===== src/rtl/layer_act_sequencer.sv =====
// rtl/layer_act_sequencer.sv - deserialise activations to a layer, capture node outputs, serialise them downstream
module layer_act_sequencer #(
  parameter int N_IN     = 10,
  parameter int N_OUT    = 16,
  parameter int DW       = 8,
  parameter int NODE_LAT = 3
) (
  input  logic                  clk,
  input  logic                  reset,
  input  logic [DW-1:0]         s_data,
  input  logic                  s_valid,
  output logic                  s_ready,
  output logic [N_IN*DW-1:0]    a_bus,
  input  logic [N_OUT*DW-1:0]   n_bus,
  output logic [DW-1:0]         m_data,
  output logic                  m_valid,
  input  logic                  m_ready,
  output logic                  busy,
  output logic                  frame_done
);

  localparam int IW = (N_IN > 1) ? $clog2(N_IN) : 1;
  localparam int OW = (N_OUT > 1) ? $clog2(N_OUT) : 1;
  // wait_cnt must be able to hold NODE_LAT itself
  localparam int WW = $clog2(NODE_LAT + 1);

  localparam logic [IW-1:0] IN_LAST   = IW'(N_IN - 1);
  localparam logic [OW-1:0] OUT_LAST  = OW'(N_OUT - 1);
  localparam logic [WW-1:0] WAIT_LAST = WW'(NODE_LAT);

  typedef enum logic [1:0] {
    S_LOAD = 2'd0,
    S_WAIT = 2'd1,
    S_SEND = 2'd2
  } state_t;

  state_t               state_q, state_d;
  logic [IW-1:0]        in_cnt_q, in_cnt_d;
  logic [WW-1:0]        wait_cnt_q, wait_cnt_d;
  logic [OW-1:0]        out_cnt_q, out_cnt_d;
  logic [OW-1:0]        out_nxt;
  logic [N_IN*DW-1:0]   a_bus_q, a_bus_d;
  logic [N_OUT*DW-1:0]  buf_q, buf_d;
  logic [DW-1:0]        m_data_q, m_data_d;
  logic                 m_valid_q, m_valid_d;
  logic                 s_ready_q, s_ready_d;
  logic                 busy_q, busy_d;
  logic                 frame_done_q, frame_done_d;

  assign out_nxt    = out_cnt_q + 1'b1;
  assign s_ready    = s_ready_q;
  assign a_bus      = a_bus_q;
  assign m_data     = m_data_q;
  assign m_valid    = m_valid_q;
  assign busy       = busy_q;
  assign frame_done = frame_done_q;

  // Next-state and registered-output computation for the LOAD/WAIT/SEND cycle
  always_comb begin
    state_d      = state_q;
    in_cnt_d     = in_cnt_q;
    wait_cnt_d   = wait_cnt_q;
    out_cnt_d    = out_cnt_q;
    a_bus_d      = a_bus_q;
    buf_d        = buf_q;
    m_data_d     = m_data_q;
    m_valid_d    = m_valid_q;
    s_ready_d    = s_ready_q;
    frame_done_d = 1'b0;

    case (state_q)
      S_LOAD: begin
        s_ready_d = 1'b1;
        if (s_valid && s_ready_q) begin
          a_bus_d[in_cnt_q*DW +: DW] = s_data;
          if (in_cnt_q == IN_LAST) begin
            in_cnt_d   = '0;
            s_ready_d  = 1'b0;
            wait_cnt_d = '0;
            state_d    = S_WAIT;
          end else begin
            in_cnt_d = in_cnt_q + 1'b1;
          end
        end
      end
      S_WAIT: begin
        // a_bus stays frozen; node pipeline output is valid once NODE_LAT edges have passed
        if (wait_cnt_q == WAIT_LAST) begin
          buf_d     = n_bus;
          out_cnt_d = '0;
          m_data_d  = n_bus[DW-1:0];
          m_valid_d = 1'b1;
          state_d   = S_SEND;
        end else begin
          wait_cnt_d = wait_cnt_q + 1'b1;
        end
      end
      S_SEND: begin
        if (m_valid_q && m_ready) begin
          if (out_cnt_q == OUT_LAST) begin
            out_cnt_d    = '0;
            m_valid_d    = 1'b0;
            frame_done_d = 1'b1;
            s_ready_d    = 1'b1;
            state_d      = S_LOAD;
          end else begin
            out_cnt_d = out_nxt;
            m_data_d  = buf_q[out_nxt*DW +: DW];
          end
        end
      end
      default: begin
        state_d = S_LOAD;
      end
    endcase

    busy_d = (state_d != S_LOAD);
  end

  // State and output registers; reset aborts any frame in flight
  always_ff @(posedge clk) begin
    if (reset) begin
      state_q      <= S_LOAD;
      in_cnt_q     <= '0;
      wait_cnt_q   <= '0;
      out_cnt_q    <= '0;
      a_bus_q      <= '0;
      buf_q        <= '0;
      m_data_q     <= '0;
      m_valid_q    <= 1'b0;
      s_ready_q    <= 1'b1;
      busy_q       <= 1'b0;
      frame_done_q <= 1'b0;
    end else begin
      state_q      <= state_d;
      in_cnt_q     <= in_cnt_d;
      wait_cnt_q   <= wait_cnt_d;
      out_cnt_q    <= out_cnt_d;
      a_bus_q      <= a_bus_d;
      buf_q        <= buf_d;
      m_data_q     <= m_data_d;
      m_valid_q    <= m_valid_d;
      s_ready_q    <= s_ready_d;
      busy_q       <= busy_d;
      frame_done_q <= frame_done_d;
    end
  end

endmodule


===== config.mk =====
export PLATFORM = sky130hd
export DESIGN_NAME = layer_act_sequencer
export DESIGN_NICKNAME = d
export VERILOG_FILES = /design/src/rtl/layer_act_sequencer.sv
export SDC_FILE = /design/constraint.sdc
export NUM_CORES = 1
export LEC_CHECK = 0
export BUFFER_PORTS_ARGS = -buffer_cell sky130_fd_sc_hd__buf_2
export CAP_MARGIN = 20
export CORE_ASPECT_RATIO = 0.9
export CORE_MARGIN = 4
export CORE_UTILIZATION = 54
export CTS_CLUSTER_DIAMETER = 60
export DETAILED_ROUTE_END_ITERATION = 10
export PLACE_DENSITY = 0.78
export SLEW_MARGIN = 10
export SYNTH_ARGS = -nofsm -noshare
export SYNTH_HDL_FRONTEND = slang
export SYNTH_SLANG_ARGS = --single-unit

===== constraint.sdc =====
create_clock -name clk -period 3.05 [get_ports clk]
set_input_delay 0.4575 -clock clk [delete_from_list [all_inputs] [get_ports clk]]
set_output_delay 0.4575 -clock clk [all_outputs]
set_load 0.01 [all_outputs]

Word level (Yosys, flattened, before mapping):

Cells that the tools add are included.

* flip-flop bits (word level): 232
* input bits: 140
* output and inout port bits: 92

* add/sub/neg operators: 4
* equal/unequal tests: 12
* shifts and indexed selects: 3
* mux-type cells: 30
* bitwise operators: 2
* reductions and logical operators: 15

Operators with widths (number)
* $shiftx A128 B8 Y8: 1
* $bwmux W80: 1
* $shift A8 B34 Y80 const A: 1
* $shiftx A8 B34 Y80: 1
* $neg A7 Y34: 1
* $mux W8: 3
* $mux W2: 8
* $mux W4: 4
* $pmux W8 S2: 1
* $ne A2 B2 Y1 const B: 7
* $reduce_and A4 Y1: 3
* $add A4 B1 Y4 const B: 2
* $eq A4 B4 Y1 const B: 2
* $mux W1: 8
* $pmux W4 S2: 1
* $reduce_bool A2 Y1: 4
* $pmux W2 S3: 1
* $reduce_and A3 Y1: 2
* $eq A2 B2 Y1 const B: 2
* $pmux W1 S2: 2
* $pmux W2 S2: 1
* $reduce_and A2 Y1: 2
* $reduce_or A3 Y1: 1
* $add A2 B1 Y2 const B: 1
* 4 further kinds: 6

Longest topological paths before layout:

* depth in word-level cells: 5
* gate-level depth with buffers: 10
* depth with buffers taken out: 7

Worst setup path before layout:

OpenSTA, ideal clock, no wires.

* kind: register -> register
* from: register in_cnt_q[0]
* to: register a_bus_q[32], in the netlist a_bus[32]
* arrival time: 2307 ps
* path slack: 616 ps
* cell stages (with the launch flop): 10
* clock period less this slack: 2434 ps
* cell sequence: dfxtp_1 > clkbuf_1 > nor3_1 > ha_1 > buf_2 > or4b_4 > a2111o_1 > buf_6 > mux2i_1 > nor2_1

* cells in the longest elaborated chain, start to end: 3
* elaborated cells on any way between the ends: 4
* classes of those cells: 1 x add/sub; 2 x shift; 1 x mux

RTL lines
* start, declared: line 38 `logic [IW-1:0] in_cnt_q, in_cnt_d;`
* start signal, assigned: line 136 `in_cnt_q <= in_cnt_d;`
* $neg A7 Y34 *: line 75 `a_bus_d[in_cnt_q*DW +: DW] = s_data;`
* $shiftx A8 B34 Y80 / $shift A8 B34 Y80 (equally long branches): line 75
* $bwmux W80 *: line 75
* end signal, assigned: line 139 `a_bus_q <= a_bus_d;`
* end, declared: line 42 `logic [N_IN*DW-1:0] a_bus_q, a_bus_d;`

Every way passes the cells marked *; elsewhere a longest branch is shown, timed or not.
A chain may end at the register's enable or synchronous reset.

Final worst setup path:

* from: register in_cnt_q[2]
* to: register a_bus_q[33], in the netlist a_bus[33]

The elaborated chain is that of the path after synthesis.

==> impl_metrics.xml <==
<?xml version="1.0" encoding="UTF-8"?>
<metrics>
  <group name="synthesis">
    <metric name="yosys_warnings" unit="">0</metric>
    <metric name="synth_top_cell_area_share" unit="%">47.4</metric>
    <metric name="synthesis.area_per_instance" unit="um^2">8.28</metric>
    <metric name="ys_ff_latch" unit="">232</metric>
    <metric name="syn_inst" unit="">1184</metric>
    <metric name="synth_seq_area_share" unit="%">47.4</metric>
    <metric name="count_of_flip_flops_with_a_built_in_enable_after_synthesis" unit="">0</metric>
    <metric name="synth_nets" unit="">1332</metric>
    <metric name="synth.distinct_cells" unit="">53</metric>
    <metric name="synth_area_leaders" unit="">sky130_fd_sc_hd__dfxtp_1 47%, sky130_fd_sc_hd__nand2_1 12%, sky130_fd_sc_hd__a21oi_1 10%</metric>
    <metric name="synth_top_cell_by_area" unit="">sky130_fd_sc_hd__dfxtp_1</metric>
    <metric name="synth_top_flop_cell" unit="">sky130_fd_sc_hd__dfxtp_1</metric>
    <metric name="synth.cell_area" unit="mm^2">0.00981</metric>
    <metric name="async_flop_share" unit="%">0</metric>
  </group>
  <group name="die">
    <metric name="die_x" unit="um">150</metric>
    <metric name="floorplan.die_area" unit="mm^2">0.0204</metric>
    <metric name="pin_count" unit="">232</metric>
    <metric name="coreArea" unit="mm^2">0.0177</metric>
    <metric name="starting_density_of_the_core" unit="%">55.3</metric>
    <metric name="fp.dieH" unit="um">136</metric>
    <metric name="num_rows" unit="">46</metric>
  </group>
  <group name="layout">
    <metric name="final_cell_mix" unit="">307 x sky130_fd_sc_hd__nand2_1, 232 x sky130_fd_sc_hd__dfxtp_1, 230 x sky130_fd_sc_hd__buf_2, 195 x sky130_fd_sc_hd__a21oi_1, 77 x sky130_fd_sc_hd__nor2_1</metric>
    <metric name="area_growth" unit="%">21.6</metric>
    <metric name="antenna_cells" unit="">0</metric>
    <metric name="drive_above_1_share" unit="%">23.9</metric>
    <metric name="number_of_fillers_in_the_final_layout" unit="">1469</metric>
    <metric name="final_cell_area" unit="mm^2">0.0119</metric>
    <metric name="finalNetCount" unit="">1515</metric>
    <metric name="post-route-util" unit="%">67.3</metric>
    <metric name="mostFrequentLayoutCell" unit="">sky130_fd_sc_hd__nand2_1</metric>
  </group>
  <group name="sta">
    <metric name="report.final.setup_viol" unit="">0</metric>
    <metric name="final.setup.tns" unit="ns">0</metric>
    <metric name="max_slew_margin" unit="%">52.7</metric>
    <metric name="timing.final.max_slew_violations" unit="">0</metric>
    <metric name="fmaxAchievable" unit="MHz">371</metric>
    <metric name="hold_viol_final" unit="">0</metric>
    <metric name="period_share" unit="%">88.4</metric>
    <metric name="finalCriticalPeriod" unit="ns">2.70</metric>
    <metric name="postLayoutSetupSlackWorst" unit="ns">0.354</metric>
    <metric name="max_slew.worst_pin.slew" unit="ns">0.709</metric>
    <metric name="skew" unit="ns">0.0102</metric>
    <metric name="grt_setup_unrepaired" unit="">no</metric>
  </group>
  <group name="setup_path">
    <metric name="timing.critical_path.fanout_max" unit="">12</metric>
    <metric name="critical_path_required" unit="ns">3.45</metric>
    <metric name="setup_crit_start" unit="">in_cnt_q[2]$_SDFFE_PP0P_</metric>
    <metric name="worstSetupStartpointType" unit="">register</metric>
    <metric name="number_of_cell_instances_on_the_worst_register_to_register_path" unit="">6</metric>
    <metric name="cp-end-kind" unit="">register</metric>
    <metric name="worst_r2r_startpoint" unit="">in_cnt_q[2]$_SDFFE_PP0P_</metric>
    <metric name="cp_cell_sequence" unit="">nor3_1 -&gt; ha_1 -&gt; or4b_4 -&gt; a2111o_1 -&gt; mux2i_1 -&gt; nor2_1</metric>
    <metric name="path_buf_inv" unit="">0</metric>
    <metric name="cpPeakStageDelay" unit="ns">0.65</metric>
    <metric name="number_of_cells_on_the_critical_path" unit="">6</metric>
    <metric name="critPathSlowestCell" unit="">sky130_fd_sc_hd__dfxtp_1</metric>
    <metric name="arrival" unit="ns">3.10</metric>
    <metric name="critPathTopFamily" unit="">simple AND/OR/NAND/NOR gates</metric>
    <metric name="critPathKind" unit="">register to register</metric>
  </group>
  <group name="detailed_routing">
    <metric name="drt_iter0_drc" unit="">774</metric>
    <metric name="post-route-drc-count" unit="">0</metric>
    <metric name="antenna_left" unit="">0</metric>
    <metric name="met2_wirelength" unit="mm">12.1</metric>
    <metric name="uppermost_routed_layer" unit="">met4</metric>
    <metric name="met3WireLength" unit="mm">1.92</metric>
    <metric name="routed_wire_length" unit="mm">26.7</metric>
    <metric name="avgRoutedWirePerCell" unit="um">16.5</metric>
    <metric name="wl_met1" unit="mm">12.1</metric>
    <metric name="vias_per_cell" unit="">5.51</metric>
    <metric name="drt_pass1_iterations" unit="">4</metric>
    <metric name="routed-via-count" unit="">8950</metric>
  </group>
  <group name="global_route">
    <metric name="grt_remaining_overflow" unit="">0</metric>
    <metric name="grt_max_degree" unit="">130</metric>
    <metric name="via_count_of_the_first_global_routing_pass" unit="">8344</metric>
    <metric name="initial_antenna_violation_count" unit="">0</metric>
    <metric name="grt_first_pass_wirelength" unit="mm">41.7</metric>
    <metric name="grt_usage" unit="%">25.0</metric>
  </group>
  <group name="worst_hold_path">
    <metric name="timing.hold.worst.class" unit="">primary input to register</metric>
    <metric name="worstHoldPathCells" unit="">3</metric>
    <metric name="hold_path_startpoint" unit="">n_bus[105]</metric>
  </group>
  <group name="placed_design">
    <metric name="place.detailed.hpwl" unit="mm">18.5</metric>
    <metric name="dpl_cell_area" unit="mm^2">0.0111</metric>
    <metric name="pre_cts_slack" unit="ns">0.392</metric>
    <metric name="place.port_buffers" unit="">231</metric>
    <metric name="gp_congestion" unit="">0.910</metric>
  </group>
  <group name="clock_network">
    <metric name="cts_post_setup_buffers_inserted" unit="">0</metric>
    <metric name="cts_sinks" unit="">232</metric>
    <metric name="cts-resized-gates" unit="">0</metric>
    <metric name="clock_tree.buffer_depth" unit="">3</metric>
    <metric name="ctsHoldBuffers" unit="">0</metric>
    <metric name="cts_inserted_buffers" unit="">24</metric>
    <metric name="cts-htree-levels" unit="">1</metric>
    <metric name="tritoncts" unit="">yes</metric>
    <metric name="cts_root_buffer" unit="">sky130_fd_sc_hd__clkbuf_16</metric>
    <metric name="clock_insertion_delay_worst_skew" unit="ns">0.51</metric>
    <metric name="clkSlewWorstSetupHoldPaths" unit="ns">0.06</metric>
  </group>
  <group name="outcome">
    <metric name="run_status" unit="">completed</metric>
  </group>
  <group name="pwr">
    <metric name="static-leakage-power" unit="nW">4.57</metric>
    <metric name="p_per_area" unit="mW/mm^2">534</metric>
    <metric name="vdd_drop_max" unit="V">0.000365</metric>
    <metric name="p_total" unit="mW">6.37</metric>
  </group>
  <group name="job">
    <metric name="cap_viol_max_count" unit="">0</metric>
  </group>
</metrics>
per-layer routing:
| layer | track usage, % | up-vias |
|---|---|---|
| met3 | 3.67 | 53 |
| met4 | 6.55 | 0 |
| met5 | 0 | - |
| met1 | 37.1 | 4193 |
| li1 | - | 4401 |
| met2 | 38.6 | 303 |
metrics by stage:
step,cells,hold WS (ns)
after floorplan,1184,0.433
after global placement,1581,0.439
after detailed placement,1581,0.445
after CTS,1625,0.167
after global routing,1625,0.177
final,1625,0.177
path summary, 6_finish.rpt:
kind	slack, ns	endpoint
setup / recovery	0.35	a_bus[33]$_SDFFE_PP0P_
hold / removal	0.18	buf_q[105]$_SDFFE_PP0P_
setup reg to reg	0.35	a_bus[33]$_SDFFE_PP0P_
hold reg to reg	0.45	a_bus[17]$_SDFFE_PP0P_
Yosys cell counts (all sizes together), types with 9 or more instances:
cell	instances
a21oi	195
a22oi	9
a31oi	10
and3	16
buf	16
clkbuf	77
dfxtp	232
mux2i	42
mux4	24
nand2	307
nand2b	10
nand3	70
nor2	80
o21ai	35
cells by family (layout without fill, tap and decap cells):
group	after synthesis	after routing	synth area share (%)
simple gates	513	513	22.8
compound gates	263	263	14.4
flops	232	232	47.4
buf+inv	97	298	4.02
mux	66	66	9.80
fa+ha+maj	8	8	1.02
xor+xnor	5	5	0.676
layout make-up:
cell class | count | area [um^2] | area share (%)
multi-input combinational | 855 | 4770 | 40.0
clock inverter | 6 | 80.1 | 0.672
sequential | 232 | 4640 | 39.0
inverter | 4 | 15.0 | 0.126
tap | 240 | 300 | 2.52
timing repair buffer | 250 | 1360 | 11.4
clock buffer | 38 | 754 | 6.33
flip-flops by register name, summed over array words and instances, names as in the netlist:
register	cells
s_ready	1
m_data	8
busy	1
frame_done	1
out_cnt_q	4
buf_q	128
in_cnt_q	4
a_bus	80
m_valid	1
state_q	2
wait_cnt_q	2
report_power, final:
part | total [mW] | internal, mW | switching, mW
Clock | 3.04 | 1.86 | 1.18
Combinational | 0.291 | 0.111 | 0.181
Sequential | 3.04 | 3.03 | 0.00695
Total | 6.37 | 5.00 | 1.37
worst register-to-register path: stages, from the launching register on:
cell,delay (ns)
sky130_fd_sc_hd__dfxtp_1,0.65
sky130_fd_sc_hd__nor3_1,0.12
sky130_fd_sc_hd__ha_1,0.48
sky130_fd_sc_hd__or4b_4,0.54
sky130_fd_sc_hd__a2111o_1,0.52
sky130_fd_sc_hd__mux2i_1,0.24
sky130_fd_sc_hd__nor2_1,0.05
No activity file was read; power rests on OpenSTA's default activity.
